`config.mk`:
```
export PLATFORM = sky130hd
export DESIGN_NAME = alu_seq_ctrl
export DESIGN_NICKNAME = d
export VERILOG_FILES = /design/src/rtl/alu_seq_ctrl.sv
export SDC_FILE = /design/constraint.sdc
export NUM_CORES = 1
export LEC_CHECK = 0
export BUFFER_PORTS_ARGS = -buffer_cell sky130_fd_sc_hd__clkbuf_2
export CAP_MARGIN = 20
export CORE_MARGIN = 5
export CORE_UTILIZATION = 54
export DETAILED_ROUTE_END_ITERATION = 10
export MAX_ROUTING_LAYER = met4
export PLACE_DENSITY = 0.79
export SLEW_MARGIN = 20
export SYNTH_ARGS = -nofsm -noshare
export SYNTH_HDL_FRONTEND = slang
export SYNTH_SLANG_ARGS = --single-unit
```
`constraint.sdc`:
```
create_clock -name clk -period 2.8 [get_ports clk]
set_clock_uncertainty 0.05 [all_clocks]
set_input_delay 0 -clock clk [delete_from_list [all_inputs] [get_ports clk]]
set_output_delay 0 -clock clk [all_outputs]
set_load 0.03 [all_outputs]
```
`src/rtl/alu_seq_ctrl.sv`:
```
// Multicycle control FSM: fetch (with memory wait states), decode, execute,
// writeback and branch sequencing for the integer subset, with sticky traps.
module alu_seq_ctrl #(
    parameter int MEM_WAIT = 0
) (
    input  logic       clk,
    input  logic       reset,
    input  logic [5:0] opcode,
    input  logic [5:0] funct,
    input  logic       zero,
    input  logic       overflow,
    output logic       mem_read,
    output logic       ir_write,
    output logic       pc_write,
    output logic       pc_src,
    output logic       alu_srca,
    output logic [2:0] alu_srcb,
    output logic [2:0] alu_op,
    output logic       reg_write,
    output logic       reg_dst,
    output logic       trap,
    output logic [1:0] trap_cause
);

    typedef enum logic [3:0] {
        S_START, S_FETCH, S_DECODE, S_EXEC_R, S_EXEC_I,
        S_BRANCH, S_WB_R, S_WB_I, S_TRAP
    } state_t;

    typedef enum logic [3:0] {
        K_ADD, K_SUB, K_AND, K_OR, K_ADDI, K_ANDI, K_ORI, K_BEQ, K_BNE, K_INV
    } kind_t;

    localparam logic [3:0] WAIT_LIM = 4'(MEM_WAIT);

    state_t      state_r;
    state_t      state_nxt_s;
    logic [3:0]  cnt_r;
    kind_t       kind_r;
    kind_t       kind_dec_s;
    logic [1:0]  cause_r;
    logic [1:0]  cause_nxt_s;
    logic        fetch_done_s;

    function automatic kind_t decode_kind(input logic [5:0] op, input logic [5:0] fn);
        kind_t k;
        case (op)
            6'h00: begin
                case (fn)
                    6'h20:   k = K_ADD;
                    6'h22:   k = K_SUB;
                    6'h24:   k = K_AND;
                    6'h25:   k = K_OR;
                    default: k = K_INV;
                endcase
            end
            6'h08:   k = K_ADDI;
            6'h0C:   k = K_ANDI;
            6'h0D:   k = K_ORI;
            6'h04:   k = K_BEQ;
            6'h05:   k = K_BNE;
            default: k = K_INV;
        endcase
        return k;
    endfunction

    assign kind_dec_s   = decode_kind(opcode, funct);
    assign fetch_done_s = (cnt_r == WAIT_LIM);

    // State, wait counter, latched instruction class and trap cause
    always_ff @(posedge clk) begin
        if (reset) begin
            state_r <= S_START;
            cnt_r   <= 4'd0;
            kind_r  <= K_INV;
            cause_r <= 2'b00;
        end else begin
            state_r <= state_nxt_s;
            cause_r <= cause_nxt_s;
            // Counter only advances while a fetch keeps waiting, so it restarts at 0 on every entry
            if (state_r == S_FETCH && !fetch_done_s) begin
                cnt_r <= cnt_r + 4'd1;
            end else begin
                cnt_r <= 4'd0;
            end
            if (state_r == S_DECODE) begin
                kind_r <= kind_dec_s;
            end else begin
                kind_r <= kind_r;
            end
        end
    end

    // Next-state and trap-cause selection
    always_comb begin
        state_nxt_s = state_r;
        cause_nxt_s = cause_r;
        case (state_r)
            S_START:  state_nxt_s = S_FETCH;
            S_FETCH: begin
                if (fetch_done_s) begin
                    state_nxt_s = S_DECODE;
                end else begin
                    state_nxt_s = S_FETCH;
                end
            end
            S_DECODE: begin
                case (kind_dec_s)
                    K_ADD, K_SUB, K_AND, K_OR: state_nxt_s = S_EXEC_R;
                    K_ADDI, K_ANDI, K_ORI:     state_nxt_s = S_EXEC_I;
                    K_BEQ, K_BNE:              state_nxt_s = S_BRANCH;
                    default: begin
                        state_nxt_s = S_TRAP;
                        cause_nxt_s = 2'b01;
                    end
                endcase
            end
            S_EXEC_R: begin
                if ((kind_r == K_ADD || kind_r == K_SUB) && overflow) begin
                    state_nxt_s = S_TRAP;
                    cause_nxt_s = 2'b10;
                end else begin
                    state_nxt_s = S_WB_R;
                end
            end
            S_EXEC_I: begin
                if (kind_r == K_ADDI && overflow) begin
                    state_nxt_s = S_TRAP;
                    cause_nxt_s = 2'b10;
                end else begin
                    state_nxt_s = S_WB_I;
                end
            end
            S_BRANCH: state_nxt_s = S_FETCH;
            S_WB_R:   state_nxt_s = S_FETCH;
            S_WB_I:   state_nxt_s = S_FETCH;
            S_TRAP:   state_nxt_s = S_TRAP;
            default:  state_nxt_s = S_START;
        endcase
    end

    // Moore output decode; only BRANCH pc_write looks at the live zero flag
    always_comb begin
        mem_read   = 1'b0;
        ir_write   = 1'b0;
        pc_write   = 1'b0;
        pc_src     = 1'b0;
        alu_srca   = 1'b0;
        alu_srcb   = 3'd0;
        alu_op     = 3'b000;
        reg_write  = 1'b0;
        reg_dst    = 1'b0;
        trap       = 1'b0;
        trap_cause = 2'b00;
        case (state_r)
            S_FETCH: begin
                mem_read = 1'b1;
                if (fetch_done_s) begin
                    ir_write = 1'b1;
                    pc_write = 1'b1;
                    alu_srcb = 3'd1;
                    alu_op   = 3'b001;
                end else begin
                    ir_write = 1'b0;
                end
            end
            S_DECODE: begin
                alu_srcb = 3'd3;
                alu_op   = 3'b001;
            end
            S_EXEC_R: begin
                alu_srca = 1'b1;
                case (kind_r)
                    K_SUB:   alu_op = 3'b010;
                    K_AND:   alu_op = 3'b011;
                    K_OR:    alu_op = 3'b100;
                    default: alu_op = 3'b001;
                endcase
            end
            S_EXEC_I: begin
                alu_srca = 1'b1;
                case (kind_r)
                    K_ANDI: begin
                        alu_srcb = 3'd4;
                        alu_op   = 3'b011;
                    end
                    K_ORI: begin
                        alu_srcb = 3'd4;
                        alu_op   = 3'b100;
                    end
                    default: begin
                        alu_srcb = 3'd2;
                        alu_op   = 3'b001;
                    end
                endcase
            end
            S_BRANCH: begin
                alu_srca = 1'b1;
                alu_op   = 3'b010;
                pc_src   = 1'b1;
                pc_write = (kind_r == K_BNE) ? ~zero : zero;
            end
            S_WB_R: begin
                reg_write = 1'b1;
                reg_dst   = 1'b1;
            end
            S_WB_I:  reg_write = 1'b1;
            S_TRAP: begin
                trap       = 1'b1;
                trap_cause = cause_r;
            end
            default: trap = 1'b0;
        endcase
    end

endmodule

```
==> results.toml <==
[cts]
clock_latency_ns = 0.28
htree_levels = 1
path_clk_slew_ns = 0.10
cts_tree = "yes"
cts_sinks = 14
clockBufferDepth = 2
cts-root-buf = "clkbuf_4"
cts_buffers = 3

[final_layout]
final_nets = 193
final_cell_mix = "clkbuf_2, nor2_1, nand2_1, dfxtp_1, a21oi_1"
final_common_cell = "clkbuf_2"
synthToLayoutAreaGrowth_pct = 18.7
drive_gt1_share_pct = 24.7
layout.cells.non_filler = 201
diodes = 0

[global_route]
grt_max_degree = 13
grt_use_total_pct = 18.9
grt_pass1_wl_mm = 3.98
antenna_found_initial = 0
gr-total-overflow = 0
grt_pass1_vias = 988

[pwr]
power.density_nw_per_um2 = 734
ir_drop_mv = 0.377
p_leak_nw = 0.529

[critical_path]
crit_chain = "nor4b_1 > nand3b_1 > a21oi_1 > nand2_1 > o311ai_0 > clkbuf_2"
rrSetupSlack_ns = 1.02
crit_type = "flip-flop to output pin"
end_kind = "output pin"
worst-path-max-fanout = 10
cp_slowest_stage_delay_ns = 0.51
cp_slowest_cell = "nor4b_1"
regToRegEndpoint = "state_r[0]"
r2r_cells = 3
crit_required_ns = 2.75
start_kind = "flip-flop"
worstSetupPathDepth = 6
r2r_start = "state_r[1]"
crit_family = "simple AND/OR/NAND/NOR gates"
path_buf_inv = 1
cp.arrival_ns = 2.07

[die]
ioPinCount = 32
die_w_um = 54.2
core-area_um2 = 1900
initial_core_util_pct = 55.5
dieArea_um2 = 2940
rows = 16
fp.dieH_um = 54.2

[hold_path]
hold_class = "input pin to flip-flop"
hp-start = "opcode[0]"
hold_path_end = "kind_r[2]"
hold_depth = 4

[logic_synthesis]
synthSimpleGateAreaFrac_pct = 38.7
synth-seq-area-share_pct = 26.6
ys_ff_latch = 14
synth_area_leaders = "dfxtp_1, nor2_1, a21oi_1"
syn-num-nets = 162
synth_top_family_by_area = "simple AND/OR/NAND/NOR gates"
synth_edf_count = 0
yosysTopAreaCellShare_pct = 26.6
synth_fa_ha_area_share_pct = 2.37
yosys_most_used_dff = "dfxtp_1"
yosys_warnings = 0
synthMuxAreaShare_pct = 1.07
async_flop_share_pct = 0
yosysTopAreaCell = "dfxtp_1"
synth-compound-area-share_pct = 21.2
synth.avg_cell_area_um2 = 7.32
netlist_area_um2 = 1050
netlist-cell-type-count = 40
syn_inst = 144
synth-xor-area-share_pct = 3.32

[drt]
drc = 0
via_per_inst = 5.56
postRouteAntennaNets = 0
drt-total-wl_mm = 2.47
wl_per_cell_um = 12.3
drtPass1Iterations = 4
drt_iter0_markers = 26
num_vias = 1117

[timing]
hold_viol = 0
maxSlewViolCount = 0
fmax_ghz = 0.472
rsz0062_at_grt = "false"
fin_crit_ns = 2.12
fin_tns_setup_ns = 0
slew_headroom_pct = 59.7
period_share_pct = 75.7
tightest_slew_ns = 0.597
setup_viol = 0

[outcome]
status = "finished, final reports clean"

[placement]
portBuffers = 31
gp_congestion = 0.832
dp_cells = 196
dp_hpwl_mm = 1.96

[flow_run]
max_cap_viol_count = 0
[layer usage]
metal	share of wire, %	vias to the layer above	GRT usage [%]	routed length, um
met1	42	501	19.9	1050
met4	1.4	0	7.88	35
met3	6.8	6	2.77	169
met2	49	40	34.5	1220
met5	0	-	-	0
li1	-	570	-	-
[where the power goes]
part           leakage [nW]  total, W  switching, W  internal, W
clock network        0.0210  0.000150     0.0000709    0.0000791
registers             0.114  0.000294     0.0000644     0.000229
logic                 0.394  0.000476      0.000309     0.000166
total                 0.529  0.000919      0.000444     0.000475
[area by class of cell]
type,count,area (um2)
Tap cell,27,33.8
Timing Repair Buffer,32,165
Clock buffer,4,36.3
Multi-Input combinational cell,115,703
Fill cell,175,649
Inverter,9,33.8
Sequential cell,14,280
[worst min-delay path, cell delays in order]
cell and delay (ns):
clkbuf_2 0.15, a21oi_2 0.09, nand3_1 0.08, a21oi_1 0.06
[worst max path at each step]
stage                endpoint  slack [ns]  startpoint
floorplan            pc_write        0.31  state_r[1]
global placement     pc_write        1.00  state_r[0]
detailed placement  alu_op[1]        0.99  state_r[2]
CTS                 alu_op[1]        0.67  state_r[2]
global route        alu_op[1]        0.42  state_r[2]
finish              alu_op[1]        0.68  state_r[2]
[per-stage QoR]
stage | area, um2 | power, W | hold slack (ns) | setup WS [ns] | utilization (%)
6_report | 1250 | 0.000919 | 0.0804 | 0.680 | 65.9
5_1_grt | 1250 | 0.000982 | 0.122 | 0.421 | 65.9
4_1_cts | 1250 | 0.000921 | 0.0912 | 0.674 | 65.9
3_5_place_dp | 1210 | 0.000770 | 0.238 | 0.993 | 63.4
3_3_place_gp | 1210 | 0.000766 | 0.242 | 1.00 | 63.4
2_1_floorplan | 1050 | 0.000672 | 0.0191 | 0.307 | -
[cell usage after synthesis (all sizes together), types with 3 or more instances]
library cell / instances
nor2: 17
a21oi: 13
nor2b: 4
inv: 9
nor3b: 3
buf: 5
o21ai: 6
nand3b: 3
and3: 4
and2: 4
nand3: 8
dfxtp: 14
xnor2: 3
nor3: 6
nor4b: 4
nand2: 14
a31oi: 4
[cell families (layout without fill, tap and decap cells)]
family                   after synthesis  count (layout)
XOR/XNOR                               4               4
adder cells (fa/ha/maj)                2               2
AND/OR/NAND/NOR                       74              74
multiplexers                           1               1
AO/OA/AOI/OAI                         34              34
buffers and inverters                 15              45
flip-flops                            14              14
[what timing repair did]
item	CTS	global route
gates resized for setup	0	0
setup buffers	0	0
hold endpoints to repair	4	0
hold buffers	1	0
[flip-flops by register name (all words and copies together), names as in the netlist]
name     flops
kind_r       4
cause_r      2
cnt_r        4
state_r      4
Power figures use the tool's default switching activity.
